File: src/rtl/ps2_key_sequencer_if.sv
// Bundle between ps2_key_sequencer and the ps2_keyboard FIFO / display path.
// The slave modport is the sequencer's view.
interface ps2_key_sequencer_if;
    logic [7:0] kb_data;
    logic       kb_ready;
    logic       kb_overflow;
    logic       nextdata_n;
    logic       clr_ovf;
    logic       key_valid;
    logic [7:0] key_scan;
    logic       key_ext;
    logic [7:0] press_bcd;
    logic       press_pulse;
    logic       release_pulse;
    logic       ovf_seen;

    modport master (
        output kb_data, kb_ready, kb_overflow, clr_ovf,
        input  nextdata_n, key_valid, key_scan, key_ext, press_bcd,
               press_pulse, release_pulse, ovf_seen
    );

    modport slave (
        input  kb_data, kb_ready, kb_overflow, clr_ovf,
        output nextdata_n, key_valid, key_scan, key_ext, press_bcd,
               press_pulse, release_pulse, ovf_seen
    );
endinterface

File: src/rtl/ps2_key_sequencer.sv
// Drains the PS/2 receiver FIFO, decodes set-2 make/break/E0 sequences,
// tracks the held key and counts presses in two-digit BCD.
module ps2_key_sequencer #(
    parameter int TIMEOUT_CYC = 1000000,
    parameter int TO_W        = 20
) (
    input  logic                  clk,
    input  logic                  rst,
    ps2_key_sequencer_if.slave    kb
);

    typedef enum logic [1:0] {S_WAIT, S_POP, S_GAP} state_e;

    state_e           state_q, state_d;
    logic             nextdata_n_q, nextdata_n_d;
    logic             key_valid_q, key_valid_d;
    logic [7:0]       key_scan_q, key_scan_d;
    logic             key_ext_q, key_ext_d;
    logic [3:0]       tens_q, tens_d;
    logic [3:0]       units_q, units_d;
    logic             press_q, press_d;
    logic             rel_q, rel_d;
    logic             ovf_q, ovf_d;
    logic             ext_pend_q, ext_pend_d;
    logic             brk_pend_q, brk_pend_d;
    logic [TO_W-1:0]  to_cnt_q, to_cnt_d;

    logic consume;
    logic match;
    logic to_run;

    assign consume = (state_q == S_WAIT) && kb.kb_ready;
    assign match   = key_valid_q && (kb.kb_data == key_scan_q) && (ext_pend_q == key_ext_q);
    assign to_run  = (ext_pend_q || brk_pend_q) && (state_q == S_WAIT) && !kb.kb_ready;

    always_comb begin
        state_d      = state_q;
        nextdata_n_d = 1'b1;
        key_valid_d  = key_valid_q;
        key_scan_d   = key_scan_q;
        key_ext_d    = key_ext_q;
        tens_d       = tens_q;
        units_d      = units_q;
        press_d      = 1'b0;
        rel_d        = 1'b0;
        ext_pend_d   = ext_pend_q;
        brk_pend_d   = brk_pend_q;
        to_cnt_d     = to_cnt_q;

        case (state_q)
            S_WAIT: if (kb.kb_ready) begin
                state_d      = S_POP;
                nextdata_n_d = 1'b0;
            end
            S_POP:   state_d = S_GAP;
            default: state_d = S_WAIT;
        endcase

        if (consume) begin
            to_cnt_d = '0;
            case (kb.kb_data)
                8'hE0: ext_pend_d = 1'b1;
                8'hF0: brk_pend_d = 1'b1;
                8'h00, 8'hAA, 8'hE1, 8'hFA, 8'hFE, 8'hFF: begin
                    ext_pend_d = 1'b0;
                    brk_pend_d = 1'b0;
                end
                default: begin
                    ext_pend_d = 1'b0;
                    brk_pend_d = 1'b0;
                    if (brk_pend_q) begin
                        if (match) begin
                            key_valid_d = 1'b0;
                            rel_d       = 1'b1;
                        end
                    end else if (!match) begin
                        // New make (a matching make is typematic repeat and is ignored)
                        key_scan_d  = kb.kb_data;
                        key_ext_d   = ext_pend_q;
                        key_valid_d = 1'b1;
                        press_d     = 1'b1;
                        if (units_q == 4'd9) begin
                            units_d = 4'd0;
                            tens_d  = (tens_q == 4'd9) ? 4'd0 : tens_q + 4'd1;
                        end else begin
                            units_d = units_q + 4'd1;
                        end
                    end
                end
            endcase
        end else if (to_run) begin
            // A stale prefix is dropped so a lost byte cannot corrupt the next key
            if (to_cnt_q == TO_W'(TIMEOUT_CYC - 1)) begin
                to_cnt_d   = '0;
                ext_pend_d = 1'b0;
                brk_pend_d = 1'b0;
            end else begin
                to_cnt_d = to_cnt_q + TO_W'(1);
            end
        end

        if (kb.kb_overflow)  ovf_d = 1'b1;
        else if (kb.clr_ovf) ovf_d = 1'b0;
        else                 ovf_d = ovf_q;
    end

    always_ff @(posedge clk or posedge rst) begin
        if (rst) begin
            state_q      <= S_WAIT;
            nextdata_n_q <= 1'b1;
            key_valid_q  <= 1'b0;
            key_scan_q   <= 8'h00;
            key_ext_q    <= 1'b0;
            tens_q       <= 4'd0;
            units_q      <= 4'd0;
            press_q      <= 1'b0;
            rel_q        <= 1'b0;
            ovf_q        <= 1'b0;
            ext_pend_q   <= 1'b0;
            brk_pend_q   <= 1'b0;
            to_cnt_q     <= '0;
        end else begin
            state_q      <= state_d;
            nextdata_n_q <= nextdata_n_d;
            key_valid_q  <= key_valid_d;
            key_scan_q   <= key_scan_d;
            key_ext_q    <= key_ext_d;
            tens_q       <= tens_d;
            units_q      <= units_d;
            press_q      <= press_d;
            rel_q        <= rel_d;
            ovf_q        <= ovf_d;
            ext_pend_q   <= ext_pend_d;
            brk_pend_q   <= brk_pend_d;
            to_cnt_q     <= to_cnt_d;
        end
    end

    assign kb.nextdata_n    = nextdata_n_q;
    assign kb.key_valid     = key_valid_q;
    assign kb.key_scan      = key_scan_q;
    assign kb.key_ext       = key_ext_q;
    assign kb.press_bcd     = {tens_q, units_q};
    assign kb.press_pulse   = press_q;
    assign kb.release_pulse = rel_q;
    assign kb.ovf_seen      = ovf_q;

endmodule

File: src/flat_wrapper.sv
// flat-port wrapper written by rule: the top's interface ports become plain ports
module ps2_key_sequencer_flat 
#(
    parameter int TIMEOUT_CYC = 1000000,
    parameter int TO_W        = 20
)
  (clk, rst, kb_kb_data, kb_kb_ready, kb_kb_overflow, kb_clr_ovf, kb_nextdata_n, kb_key_valid, kb_key_scan, kb_key_ext, kb_press_bcd, kb_press_pulse, kb_release_pulse, kb_ovf_seen);
  ps2_key_sequencer_if kb_i ();
  input  logic clk;
  input  logic rst;
  input wire logic [$bits(kb_i.kb_data)-1:0] kb_kb_data;
  input wire logic [$bits(kb_i.kb_ready)-1:0] kb_kb_ready;
  input wire logic [$bits(kb_i.kb_overflow)-1:0] kb_kb_overflow;
  input wire logic [$bits(kb_i.clr_ovf)-1:0] kb_clr_ovf;
  output wire logic [$bits(kb_i.nextdata_n)-1:0] kb_nextdata_n;
  output wire logic [$bits(kb_i.key_valid)-1:0] kb_key_valid;
  output wire logic [$bits(kb_i.key_scan)-1:0] kb_key_scan;
  output wire logic [$bits(kb_i.key_ext)-1:0] kb_key_ext;
  output wire logic [$bits(kb_i.press_bcd)-1:0] kb_press_bcd;
  output wire logic [$bits(kb_i.press_pulse)-1:0] kb_press_pulse;
  output wire logic [$bits(kb_i.release_pulse)-1:0] kb_release_pulse;
  output wire logic [$bits(kb_i.ovf_seen)-1:0] kb_ovf_seen;
  assign kb_i.kb_data = kb_kb_data;
  assign kb_i.kb_ready = kb_kb_ready;
  assign kb_i.kb_overflow = kb_kb_overflow;
  assign kb_i.clr_ovf = kb_clr_ovf;
  assign kb_nextdata_n = kb_i.nextdata_n;
  assign kb_key_valid = kb_i.key_valid;
  assign kb_key_scan = kb_i.key_scan;
  assign kb_key_ext = kb_i.key_ext;
  assign kb_press_bcd = kb_i.press_bcd;
  assign kb_press_pulse = kb_i.press_pulse;
  assign kb_release_pulse = kb_i.release_pulse;
  assign kb_ovf_seen = kb_i.ovf_seen;
  ps2_key_sequencer #(.TIMEOUT_CYC(TIMEOUT_CYC), .TO_W(TO_W)) u_core (.clk(clk), .rst(rst), .kb(kb_i));
endmodule
File: config.mk
export PLATFORM = sky130hd
export DESIGN_NAME = ps2_key_sequencer_flat
export DESIGN_NICKNAME = d
export VERILOG_FILES = /design/src/rtl/ps2_key_sequencer_if.sv /design/src/rtl/ps2_key_sequencer.sv /design/src/flat_wrapper.sv
export SDC_FILE = /design/constraint.sdc
export NUM_CORES = 1
export LEC_CHECK = 0
export BUFFER_PORTS_ARGS = -buffer_cell sky130_fd_sc_hd__buf_2
export CAP_MARGIN = 10
export CORE_UTILIZATION = 50
export DETAILED_ROUTE_END_ITERATION = 7
export GPL_TIMING_DRIVEN = 0
export PLACE_DENSITY = 0.76
export SLEW_MARGIN = 0
export SYNTH_ARGS = -nofsm -noshare
export SYNTH_HDL_FRONTEND = slang
export SYNTH_SLANG_ARGS = --single-unit
File: constraint.sdc
create_clock -name clk -period 1.96 [get_ports clk]
set_clock_uncertainty 0.05 [all_clocks]
set_input_delay 0.098 -clock clk [delete_from_list [all_inputs] [get_ports clk]]
set_output_delay 0.098 -clock clk [all_outputs]
set_load 0.03 [all_outputs]
==> impl_metrics.toml <==
[yosys]
ys_top_cells_by_area = "dfrtp_1, xnor2_1, mux2_4, xor2_1, nor2_1"
avgSynthCellArea_sq_um = 10.3
ys_warn_count = 0
synthFlopType = "dfrtp_1"
yosysTopAreaCell = "dfrtp_1"
synth_cells = 229
synth-seq-cells = 46
ys_seq_area_share_pct = 48.6
synth_top_cell_area_share_pct = 47.5
synth_fp_nets = 245
synth_edf_count = 0
synth_area_sq_mm = 0.00237
async_reset_ff_share_pct = 100
ys_types = 47

[floorplan]
fp.dieH_um = 70.8
start_util_pct = 53.3
die-area_sq_mm = 0.00502
rows = 24
core_sq_mm = 0.00444
fp.dieW_um = 70.8
ioPinCount = 35

[run]
maxCapViolations = 0

[clock_network]
cts_max_path_buffers = 2
htreeDepth = 2
cts_tree = "built"
root_buffer = "clkbuf_8"
clk_pin_slew_ns = 0.09
clock_sinks = 46
cts_buffers = 5
worstSkewPairLatency_ns = 0.30

[worst_setup_path]
reg2reg_depth = 7
crit_slowest_cell = "dfrtp_2"
slowest_delay_ns = 0.42
crit_family = "simple AND/OR/NAND/NOR gates"
cp_num_buf_inv = 1
crit_arrival_ns = 2.24
r2r_slack_ns = -0.16
critPathKind = "flop to flop"
rr_startpoint = "u_core.kb.key_scan[6]"
worst_setup_path_end_kind = "flop"
path_cells = "xor2_1, nor4_1, nand4_1, ha_2, and4_4, buf_12, mux2_4"
start_kind = "flop"
required_ns = 2.08
timing.rr.end = "u_core.kb.key_ext"
cp_max_fo = 6

[outcome]
status = "complete, but fails checks"
violations = "DRC, setup timing"

[timing]
final_hold_viol_count = 0
fin_crit_sh_pct = 108
fmax_mhz = 472
slew_headroom_pct = 61.4
worst_slack_ns = -0.160
final-max-slew-violation-count = 0
finalCriticalPeriod_ns = 2.12
setup_viol = 15
rsz0062_at_grt = "yes"
worst_slew_pin_slew_ns = 0.575
whs_ns = 0.0327

[worst_hold_path]
hold_start = "kb_clr_ovf"
min_path_type = "input port to flop"
whs_endpoint = "u_core.kb.ovf_seen"
hold_path_depth = 3

[global_route]
track_usage_pct = 22.4
first_global_vias = 1822
antenna_found_initial = 0
overflow = 0
grt_pass1_wl_mm = 8.71
grt_max_degree = 40

[finish]
drive_gt1_share_pct = 36.2
antenna-diode-count = 0
register_area_sq_mm = 0.00117
syn_to_final_growth_pct = 28.9
final_cell_mix = "buf_2, dfrtp_1, nor2_1"
fill_cells = 324
multi_input_area_sq_mm = 0.00125
fin_nets = 305

[drt]
drt_wl_total_mm = 5.31
ant_nets = 0
drc = 10
first_pass_iters = 6
routedWlPerCell_um = 15.5
num_vias = 1913
initialDrtViolationCount = 90
via_per_inst = 5.59

[power_and_ir_drop]
p_total_mw = 3.69
powerDensity_mw_per_mm2 = 1210
power_leakage_nw = 1.33
irDropWorstVdd_mv = 0.524

[placement]
dp_hpwl_mm = 3.24
gp_congestion = 0.804
io_buffer_count = 33
## state kept, by name, summed over array words and instances, names as in the netlist, 2 cells and up
signal              count
u_core.units_q          4
u_core.state_q          2
u_core.to_cnt_q        20
u_core.kb.key_scan      8
u_core.tens_q           4
## synth_stat cells, types with 3 or more instances
cell type,number
a21o_1,4
a21oi_1,6
and2_1,3
and3_1,4
and4_1,3
clkbuf_1,3
dfrtp_1,45
ha_1,3
inv_1,9
mux2_1,4
mux2_4,6
nand2_1,14
nand2b_1,4
nand3_1,12
nand4_1,6
nor2_1,20
nor3_1,10
nor4_1,8
o21ai_0,4
o31ai_1,4
xnor2_1,16
xor2_1,10
## where the power goes
group          internal [mW]  switching, mW
registers               1.21          0.303
logic                  0.638          0.832
clock network          0.381          0.329
total                   2.23           1.46
## cell families after synthesis
group           after synthesis  synth area share (%)
simple gates                 99                  22.9
flops                        46                  48.6
compound gates               28                  8.08
xor+xnor                     26                  9.61
buf+inv                      17                  3.54
mux                          10                  5.70
fa+ha+maj                     3                  1.58
## worst reg2reg max path: stages, from the launching register on
cell     delay (ns)
dfrtp_2        0.42
xor2_1         0.16
nor4_1         0.30
nand4_1        0.20
ha_2           0.23
and4_4         0.19
buf_12         0.15
mux2_4         0.30
## how the worst max path moves through the flow
| stage | endpoint | depth (start not counted) | slack [ns] | startpoint |
|---|---|---|---|---|
| final | u_core.kb.key_ext | 7 | -0.16 | u_core.kb.key_scan[6] |
| after global routing | u_core.tens_q[3] | 8 | -0.27 | u_core.kb.key_scan[6] |
| after CTS | u_core.kb.key_ext | 7 | -0.12 | u_core.kb.key_scan[6] |
| after detailed placement | u_core.to_cnt_q[8] | 8 | -0.31 | u_core.to_cnt_q[0] |
| after global placement | u_core.to_cnt_q[12] | 8 | -0.32 | u_core.to_cnt_q[0] |
| after floorplan | u_core.kb.key_ext | 8 | -0.13 | u_core.kb.key_scan[1] |
## final cells by class
| cell class | count | share of cell area, % |
|---|---|---|
| inverters | 10 | 1.31 |
| clock inverters | 2 | 1.23 |
| well taps | 52 | 2.13 |
| plain buffers | 6 | 1.60 |
| clock buffers | 6 | 2.38 |
| repair buffers | 54 | 12.2 |
| multi-input cells | 166 | 41.0 |
| flip-flops and latches | 46 | 38.2 |
## stage by stage
step	setup WS, ns	util, %	instance area (sq um)	std cells	setup TNS (ns)
global placement	-0.321	59.1	2630	314	-7.45
floorplan	-0.129	-	2400	229	-0.967
global route	-0.268	68.7	3050	342	-3.52
detailed placement	-0.313	59.6	2650	315	-7.64
CTS	-0.122	66.4	2950	335	-1.25
finish	-0.160	68.7	3050	342	-1.72
## timing repair
item / CTS / global route
hold buffers: 2 / 0
endpoints found under the setup margin: 38 / 35
pin swaps: 7 / 6
endpoints found under the hold margin: 46 / 0
cloned: 1 / 0
buffers inserted: 10 / 9
gates resized for setup: 21 / 14
## layer usage
metal  up-vias  track usage (%)  routed length [um]
li1        931                -                   -
met1       933             28.4                2300
met2        45             37.6                2750
met3         4             4.70                 178
met4         0             8.89                  82
met5         -                0                   0
No activity file was read; power rests on OpenSTA's default activity.
